===== src/rtl/imem_loader.sv =====
// Boot loader: streams a length/PC header plus program words into instruction memory,
// then releases the core. Define IMEM_LOADER_CHECKSUM_EN to require a sum-check trailer.
module imem_loader #(
  parameter  int XLEN  = 32,
  parameter  int DEPTH = 256,
  localparam int AW    = $clog2(DEPTH)
) (
  input  logic            clk,
  input  logic            rst,
  input  logic            s_valid,
  output logic            s_ready,
  input  logic [XLEN-1:0] s_data,
  output logic            mem_we,
  output logic [AW-1:0]   mem_addr,
  output logic [XLEN-1:0] mem_wdata,
  output logic            cpu_rst,
  output logic [XLEN-1:0] pc_init,
  output logic            done,
  output logic            error,
  output logic [AW:0]     load_cnt
);

  typedef enum logic [2:0] {S_LEN, S_PC, S_DATA, S_CHK, S_RUN, S_ERR} state_t;

  localparam logic [XLEN-1:0] DEPTH_W = XLEN'(DEPTH);

  state_t      state, state_nxt;
  logic [AW:0] len;
  logic        acc;
  logic        last_data;

  assign acc       = s_valid && s_ready;
  assign last_data = (load_cnt == len - 1'b1);

`ifdef IMEM_LOADER_CHECKSUM_EN
  logic [XLEN-1:0] sum;

  always_ff @(posedge clk) begin
    if (rst)                         sum <= '0;
    else if (acc && state == S_DATA) sum <= sum + s_data;
  end
`endif

  always_ff @(posedge clk) begin
    if (rst) state <= S_LEN;
    else     state <= state_nxt;
  end

  always_comb begin
    state_nxt = state;
    case (state)
      S_LEN:
        if (acc) state_nxt = (s_data == '0 || s_data > DEPTH_W) ? S_ERR : S_PC;
      S_PC:
        if (acc) state_nxt = (s_data[1:0] != 2'b00) ? S_ERR : S_DATA;
      S_DATA:
`ifdef IMEM_LOADER_CHECKSUM_EN
        if (acc && last_data) state_nxt = S_CHK;
      S_CHK:
        if (acc) state_nxt = (s_data == sum) ? S_RUN : S_ERR;
`else
        if (acc && last_data) state_nxt = S_RUN;
`endif
      default: state_nxt = state;
    endcase
  end

  // rst gates s_ready so no word is consumed during the reset cycle itself
  always_comb begin
    s_ready = 1'b0;
    done    = 1'b0;
    error   = 1'b0;
    case (state)
      S_LEN, S_PC, S_DATA: s_ready = !rst;
`ifdef IMEM_LOADER_CHECKSUM_EN
      S_CHK:               s_ready = !rst;
`endif
      S_RUN:               done    = 1'b1;
      S_ERR:               error   = 1'b1;
      default: ;
    endcase
  end

  // cpu_rst lags RUN by one edge so the final memory write commits before fetch
  always_ff @(posedge clk) begin
    if (rst) begin
      mem_we    <= 1'b0;
      mem_addr  <= '0;
      mem_wdata <= '0;
      cpu_rst   <= 1'b1;
      pc_init   <= '0;
      len       <= '0;
      load_cnt  <= '0;
    end else begin
      mem_we  <= acc && state == S_DATA;
      cpu_rst <= (state != S_RUN);
      if (acc && state == S_LEN) len <= s_data[AW:0];
      if (acc && state == S_PC && s_data[1:0] == 2'b00) pc_init <= s_data;
      if (acc && state == S_DATA) begin
        mem_addr  <= load_cnt[AW-1:0];
        mem_wdata <= s_data;
        load_cnt  <= load_cnt + 1'b1;
      end
    end
  end

endmodule


===== config.mk =====
export PLATFORM = sky130hd
export DESIGN_NAME = imem_loader
export DESIGN_NICKNAME = d
export VERILOG_FILES = /design/src/rtl/imem_loader.sv
export SDC_FILE = /design/constraint.sdc
export NUM_CORES = 1
export LEC_CHECK = 0
export ABC_AREA = 1
export CAP_MARGIN = 5
export CELL_PAD_IN_SITES_DETAIL_PLACEMENT = 1
export CELL_PAD_IN_SITES_GLOBAL_PLACEMENT = 1
export CORE_MARGIN = 2
export CORE_UTILIZATION = 25
export DETAILED_ROUTE_END_ITERATION = 8
export PLACE_DENSITY_LB_ADDON = 0.15
export RECOVER_POWER = 25
export SETUP_SLACK_MARGIN = 0.3
export SLEW_MARGIN = 30
export SYNTH_ARGS = -nofsm -noshare
export SYNTH_HDL_FRONTEND = slang
export SYNTH_SLANG_ARGS = --single-unit

===== constraint.sdc =====
create_clock -name clk -period 2.25 [get_ports clk]
set_clock_uncertainty 0.15 [all_clocks]
set_input_delay 0.225 -clock clk [delete_from_list [all_inputs] [get_ports clk]]
set_output_delay 0.225 -clock clk [all_outputs]
set_load 0.05 [all_outputs]

# Word level (Yosys, flattened, before mapping)
# Index checks and enable logic that the tools add are counted.
[op_classes]
addsub = 2
magnitude_cmp = 1
n_eq_ne = 9
mux = 9
reduce_logical = 15
[ops]
columns = ["operator", "count"]
rows = [
  ["$gt 32x9->1 const B", 1],
  ["$logic_not 32->1", 1],
  ["$mux 3", 5],
  ["$add 9x1->9 const B", 1],
  ["$eq 9x9->1", 1],
  ["$pmux 3 s3", 1],
  ["$sub 9x1->9 const B", 1],
  ["$eq 3x3->1 const B", 2],
  ["$logic_and 1x1->1", 6],
  ["$ne 2x2->1 const B", 3],
  ["$reduce_and 4->1", 1],
  ["$eq 3x1->1 const B", 1],
  ["$eq 3x2->1 const B", 1],
  ["$logic_not 3->1", 1],
  ["$mux 1", 3],
  ["$ne 3x3->1 const B", 1],
  ["$reduce_bool 3->1", 1],
  ["$reduce_or 3->1", 1],
  ["$logic_not 2->1", 1],
  ["$reduce_bool 2->1", 1],
  ["$logic_not 1->1", 1],
  ["$logic_or 1x1->1", 1],
]
[totals]
regBits = 95
output_inout_bits = 86
wordCells = 44

# Longest topological paths before layout
# Gate-level depths: netlist (run 1).
[logic_depth]
word_depth = 7
ltp_mapped = 14

# Least setup slack after synthesis (run 1)
# No wires, ideal clock.
[synth_path]
path_kind = "register -> output"
from = "register state[0]"
to = "output error"
arrival_time_ps = 1530
path_slack_ps = 345
stages_incl_launch_ff = 3
path_buffers = 0
cell_sequence = "dfxtp_1 > inv_2 > nor3_1"
[synth_via]
elab_chain_cells = 2
[synth_rtl]
columns = ["element", "line_no", "rtl"]
rows = [
  ["from (decl)", "27", "state_t state, state_nxt;"],
  ["from (signal assigned)", "46", "else state <= state_nxt;"],
  ["$eq 3x3->1", "73", "case (state)"],
  ["$mux 1", "73", ""],
  ["to (decl)", "19", "output logic error,"],
]
# No other way between the ends.

# Worst setup path in the final report (run 1)
[layout_path]
from = "input rst"
to = "register mem_addr[3]"
[layout_via]
elab_chain_cells = 4
[layout_rtl]
columns = ["element", "line_no", "rtl"]
rows = [
  ["from (decl)", "9", "input logic rst,"],
  ["$logic_not 1->1", "74", "S_LEN, S_PC, S_DATA: s_ready = !rst;"],
  ["$mux 1", "73", ""],
  ["$logic_and 1x1->1", "32", "assign acc = s_valid && s_ready;"],
  ["$logic_and 1x1->1", "99", "if (acc && state == S_DATA) begin"],
  ["to (signal assigned)", "100", "mem_addr <= load_cnt[AW-1:0];"],
  ["to (decl)", "14", "output logic [AW-1:0] mem_addr,"],
]
# Parallel ways exist; a longest one is shown, timed or not.
# A chain may end at the register's enable or synchronous reset.

==> metrics.txt, run 1 <==
Synth Area in XOR/XNOR=0.01381; Overall Global Routing Usage=0.1608; Vias/cell=4.615; buffers added on ports=120; Final WS setup=0.2764 ns; CTS tree=done; synthesis-stage register bit count=95; Slowest-stage cell, CP=dlygate4sd3_1; Pins Over Slew Limit=0; fillers=around 1800; # rows=45; fmax=506.7 MHz; initial cell density of the core=0.2532; # clock sinks=95; Post-Synth Adder-Cell Area=0.006575; Crit Reg-Reg Startpoint=state[0]; Final min period=1.974 ns; area grow syn2layout=53.25%; H-tree depth=3; Reg2Reg Depth=8; syn avg cell area=about 7.5 um2; Post-synth ARST share=0; vias in the first global route=3864; post-DP HPWL=9344 um; Seq/Total Area, Yosys=0.4997; Crit Path Category=in2reg; initial antenna violation count=0; combinational group share of total power=0.118; Clock Power Share=0.480; hold wc startpoint=pc_init[0]; switching share of power=0.2316; CP startpoint=rst; DR iter-0 viols=171; Syn Inst Count=507; Syn. warnings=0; IO Count=121; EDFF count, synth=0; critical path buffer and inverter count=3; Simple-Gate Fraction of Synth Area=0.2009; mux contribution to synthesized area=0; TritonCTS buffer count=9; Leakage=2.424 nW; worst slew pin tran=0.6990 ns; remaining global-route overflow=0; fin crit share=0.8772; die height=127.4 um; sw power=1.010 mW; worst hold slack=0.2978 ns; Top FF cell, synth=dfxtp_1; setup TNS=0 ns; Pwr Total=4.358 mW; CTS root buf=clkbuf_16; net count after synthesis=544; sequential power share=0.402; largest net degree at the start of global routing=46; GPL Wtd Cong=0.7771; final wirelength=13060 um; Critical Path End Type=flip-flop; Internal Pwr Total=3.349 mW; layout cell share with drive strength beyond 1=0.1232; DR DRC count=0; CP Cell Sequence=dlygate4sd3_1 > nor3_4 > nand2_4 > inv_4 > clkbuf_2 > o21ai_0 > a21oi_1; HP Class=reg2reg; Die Span X=around 130 um; complex-gate fraction of the synthesized area=0.1989; Max FO, Critical Path=12; Max Cap Viol=0; unrepaired setup endpoints after global routing=yes; WP depth=7; later-pin clock latency in the skew report=0.34 ns; Post-Syn Area=3806 um2; CP Launch Type=primary input; Worst path max stage delay=0.61 ns; DP Worst Slack=0.1577 ns; Worst EP arrival=2.10 ns; DRT antenna net count=0; Core Footprint=about 15000 um2; R2R setup slack=0.30 ns; Slew headroom=0.5360; Synth cell types=27; routed via count=3826; global-route wire length before repair=20480 um; Fin. Hold Viols=0; Antenna diodes=0; CP delay by family, top=buffers and inverters; largest family of logic cells by synthesized area=simple AND/OR/NAND/NOR gates; # setup viols final=0; die area=16230 um2; status=completed; Max VDD drop=0.0004633 V; drt wl/cell=15.76 um; PwrDens=747.2 nW/um2; clk buf depth=2; Critical R2R Capture=mem_addr[3]; DR pass1 iterations=4; final net count=about 670; Reg clk slew, reported paths=0.07 ns; data required time of the worst path=2.37 ns; CP endpoint=mem_addr[3]; cts hold-fix bufs=0
layer usage:
layer,GRT usage,part of all wire,up-vias
met4,0.04202,0.011,0
met1,0.2038,0.47,1832
met5,0,0,-
met2,0.2630,0.47,68
met3,0.05402,0.049,8
li1,-,-,1918
flip-flops by register name, indices dropped and copies added, names as in the netlist:
| name | flops |
|---|---|
| state | 3 |
| mem_we | 1 |
| pc_init | 32 |
| mem_addr | 8 |
| cpu_rst | 1 |
| len | 9 |
| load_cnt | 9 |
| mem_wdata | 32 |
kinds of logic (layout without fill, tap and decap cells):
| family | after synthesis | in the layout |
|---|---|---|
| AOI/OAI and AO/OA | 149 | 149 |
| DFF | 95 | 95 |
| adders and majority gates | 2 | 2 |
| buffers and inverters | 75 | 209 |
| xor gates and xnor gates | 6 | 6 |
| and+or+nand+nor | 180 | 180 |
worst reg2reg max path, stage by stage, from the launching register on:
cell and delay [ns]:
dfxtp_4 0.37, inv_4 0.06, o21ai_2 0.07, nor3_4 0.32
nand2_4 0.19, inv_4 0.16, clkbuf_2 0.28, o21ai_0 0.11
a21oi_1 0.15
power by group through the flow:
stage | Clock (mW) | Sequential (mW) | Combinational, mW
after global placement | 0 | 1.79 | 0.476
final | 2.09 | 1.75 | 0.513
after floorplan | 0 | 1.85 | 0.216
after CTS | 2.13 | 1.75 | 0.493
after detailed placement | 0 | 1.79 | 0.485
after global routing | 2.20 | 1.76 | 0.565
stage by stage:
step,area [um2],instances,utilization
5_1_grt,5833,829,0.3880
3_3_place_gp,5260,804,0.3499
2_1_floorplan,3806,507,-
6_report,5833,829,0.3880
3_5_place_dp,5260,804,0.3499
4_1_cts,5674,820,0.3774
area by class of cell:
type,count,area (um2),share of cell area
Clock inverter,6,180.2,0.03089
Timing Repair Buffer,143,1414,0.2424
Inverter,50,206.4,0.03539
Multi-Input combinational cell,337,1655,0.2838
Sequential cell,95,1913,0.3280
Tap cell,188,235.2,0.04033
Clock buffer,10,229.0,0.03925
cell usage after synthesis (3+ instances only):
| library cell | instances | share of area |
|---|---|---|
| clkbuf_1 | 9 | 0.0089 |
| inv_1 | 44 | 0.043 |
| o21ai_0 | 70 | 0.092 |
| nor3_1 | 9 | 0.012 |
| buf_2 | 12 | 0.016 |
| nand2_1 | 82 | 0.081 |
| nand4_1 | 7 | 0.012 |
| xnor2_1 | 3 | 0.0069 |
| dfxtp_1 | 95 | 0.50 |
| inv_2 | 5 | 0.0049 |
| nor2_1 | 64 | 0.063 |
| nand3_1 | 10 | 0.013 |
| a21oi_1 | 77 | 0.10 |
| xor2_1 | 3 | 0.0069 |
how the worst min path moves through the flow:
stage	endpoint	slack, ns	cells past startpoint
after floorplan	pc_init[17]	0.21	2
after global placement	pc_init[1]	0.29	2
after detailed placement	pc_init[1]	0.29	2
after CTS	pc_init[1]	0.30	2
after global routing	pc_init[0]	0.32	2
final	pc_init[0]	0.30	2
layout by cell type (no fill, tap or decap), types with 4 or more instances in the layout:
| master | synthesis | final |
|---|---|---|
| clkdlybuf4s50_1 | 0 | 96 |
| nor3_1 | 9 | 9 |
| dlygate4sd3_1 | 0 | 10 |
| buf_12 | 0 | 4 |
| nand2_2 | 0 | 5 |
| buf_4 | 2 | 14 |
| clkbuf_1 | 9 | 4 |
| nand4_1 | 7 | 7 |
| clkbuf_16 | 0 | 10 |
| nor2_1 | 64 | 56 |
| dlygate4sd2_1 | 0 | 9 |
| nand2_1 | 82 | 77 |
| nand3_1 | 10 | 9 |
| bufinv_16 | 0 | 6 |
| inv_1 | 44 | 40 |
| inv_4 | 0 | 6 |
| nor2_2 | 0 | 8 |
| o21ai_0 | 70 | 70 |
| dfxtp_1 | 95 | 90 |
| a21oi_1 | 77 | 77 |
repair_timing:
action                                  in CTS  in global routing
gates cloned                                 0                  1
endpoints found under the setup margin      12                 50
resized for setup                           13                 37
pin swaps                                    1                 11
setup buffers                                0                  8
(Power assumes the default switching activity.)
==> inputs of run 2 (changes only) <==
--- a/config.mk
+++ b/config.mk
@@ -6,15 +6,17 @@
 export NUM_CORES = 1
 export LEC_CHECK = 0
 export ABC_AREA = 1
+export ABC_CLOCK_PERIOD_IN_PS = 2250
 export CAP_MARGIN = 5
 export CELL_PAD_IN_SITES_DETAIL_PLACEMENT = 1
 export CELL_PAD_IN_SITES_GLOBAL_PLACEMENT = 1
 export CORE_MARGIN = 2
 export CORE_UTILIZATION = 25
 export DETAILED_ROUTE_END_ITERATION = 8
+export GPL_ROUTABILITY_DRIVEN = 0
 export PLACE_DENSITY_LB_ADDON = 0.15
 export RECOVER_POWER = 25
-export SETUP_SLACK_MARGIN = 0.3
+export SETUP_SLACK_MARGIN = 0.02
 export SLEW_MARGIN = 30
 export SYNTH_ARGS = -nofsm -noshare
 export SYNTH_HDL_FRONTEND = slang
==> run 2 against run 1 <==
Effect of this change: largest power group unchanged; global-route usage decreased by 0.053 points; wire length decreased by 3.7%; largest cell class unchanged; highest routed layer unchanged; register-to-register slack got worse by 0.08 ns.
==> metrics.txt, run 2 (same netlist as run 1, synthesis figures left out) <==
postcts setup bufs=0 (unchanged); CP Launch Type=flip-flop (was primary input); TritonCTS buffer count=9 (unchanged); later-pin clock latency in the skew report=0.34 ns (about the same); CP Cell Sequence=clkdlybuf4s50_1 (was dlygate4sd3_1 > nor3_4 > nand2_4 > inv_4 > clkbuf_2 > o21ai_0 > a21oi_1); CP delay by family, top=buffers and inverters (unchanged); buffers added on ports=120 (unchanged); initial antenna violation count=0 (unchanged); layout cell share with drive strength beyond 1=0.06646 (was 0.1232); area grow syn2layout=48.52% (was 53.25%); Fin. Hold Viols=0 (unchanged); data required time of the worst path=1.88 ns (was 2.37 ns); Worst path max stage delay=0.87 ns (was 0.61 ns); Antenna diodes=0 (unchanged); drt wl/cell=15.34 um (was 15.76 um); Worst EP arrival=1.72 ns (was 2.10 ns); global-route wire length before repair=20400 um (was 20480 um); DR DRC count=0 (unchanged); largest net degree at the start of global routing=46 (unchanged); # setup viols final=0 (unchanged); critical path buffer and inverter count=1 (was 3); Pins Over Slew Limit=0 (unchanged); IO Count=121 (unchanged); Crit Path Category=reg2out (was in2reg); H-tree depth=3 (unchanged); # rows=45 (unchanged); worst slew pin tran=0.6126 ns (was 0.6990 ns); clk buf depth=2 (unchanged); fin crit share=0.9303 (was 0.8772); most common cell after layout, fill and taps aside=clkdlybuf4s50_1 (unchanged); Max VDD drop=0.0004633 V (about the same); Max FO, Critical Path=7 (was 12); DRT antenna net count=0 (unchanged); die height=127.4 um (unchanged); Max Cap Viol=0 (unchanged); CTS tree=done (unchanged); Vias/cell=4.602 (was 4.615); biggest regs=mem_wdata (32), pc_init (32) (unchanged); final wirelength=12580 um (was 13060 um); Core Util, Final=0.3760 (was 0.3880); setup TNS=0 ns (unchanged); Overall Global Routing Usage=0.1602 (was 0.1608); PwrDens=763.2 nW/um2 (was 747.2 nW/um2); Leakage=2.343 nW (was 2.424 nW); worst hold slack=0.2946 ns (was 0.2978 ns); most frequent cells in the layout=clkdlybuf4s50_1, dfxtp_1, nand2_1 (was clkdlybuf4s50_1, dfxtp_1, nand2_1, a21oi_1, o21ai_0); Die Span X=127.4 um (unchanged); status=completed (unchanged); post-DP HPWL=9344 um (unchanged); Critical Path End Type=output pin (was flip-flop); CTS root buf=clkbuf_16 (unchanged); Core Footprint=15030 um2 (unchanged); remaining global-route overflow=0 (unchanged); vias in the first global route=3855 (was 3864); fmax=477.8 MHz (was 506.7 MHz); HP Class=reg2reg (unchanged); Reg clk slew, reported paths=0.07 ns (about the same); Slew headroom=0.5912 (was 0.5360); unrepaired setup endpoints after global routing=no (was yes); DR iter-0 viols=211 (was 171); initial cell density of the core=0.2532 (unchanged); routed via count=3774 (was 3826); # clock sinks=95 (unchanged); die area=16230 um2 (unchanged); final net count=664 (was 673); DR pass1 iterations=4 (unchanged); Slowest-stage cell, CP=clkdlybuf4s50_1 (was dlygate4sd3_1); Final min period=2.093 ns (was 1.974 ns)
==> run 2: cell types whose count changed in the layout (fill, tap and decap cells not counted), sizes merged <==
cell / previous run / this run
buf: 21 / 11
clkbuf: 17 / 16
clkinvlp: 1 / 0
dlygate4sd2: 9 / 0
dlygate4sd3: 10 / 21
inv: 49 / 50
==> run 2: final cells by class <==
class,count,area [um2]
Clock inverter,6,180.2
Tap cell,188,235.2
Timing Repair Buffer,134,1318
Multi-Input combinational cell,337,1602
Inverter,50,187.7
Sequential cell,95,1902
Fill cell,1780,9380
Clock buffer,10,229.0
==> run 2: routing by layer <==
metal / wire length [um] / GRT usage
met4: 150 / 0.04202
met3: 737 / 0.05402
met2: 5883 / 0.2620
met5: 0 / 0
met1: 5808 / 0.2030
==> run 2: through the flow <==
stage                     setup slack [ns]  power [mW]  area [um2]  instances
final                               0.1569       4.314        5653        820
after global routing               0.02929       4.484        5653        820
after CTS                           0.1252       4.371        5669        820
after detailed placement            0.1577       2.273        5260        804
after global placement              0.1873       2.263        5260        804
after floorplan                     0.3450       2.067        3806        507
==> run 2: where the power goes <==
part,switching (mW),internal [mW],total [mW]
Clock,0.664,1.42,2.09
Combinational,0.295,0.182,0.477
Sequential,0.0289,1.72,1.75
==> run 2: what timing repair did <==
action | CTS | global route
hold buffers | 0 | 0
setup endpoints to repair | 0 | 1
gates resized for setup | 0 | 1
hold endpoints to repair | 0 | 0
==> run 2: worst paths after layout <==
path	from	to	slack [ns]	depth (start not counted)
max	load_cnt[0]	load_cnt[0]	0.16	1
min	pc_init[1]	pc_init[1]	0.29	2
max reg2reg	len[0]	state[1]	0.22	14
min reg2reg	pc_init[1]	pc_init[1]	0.29	2
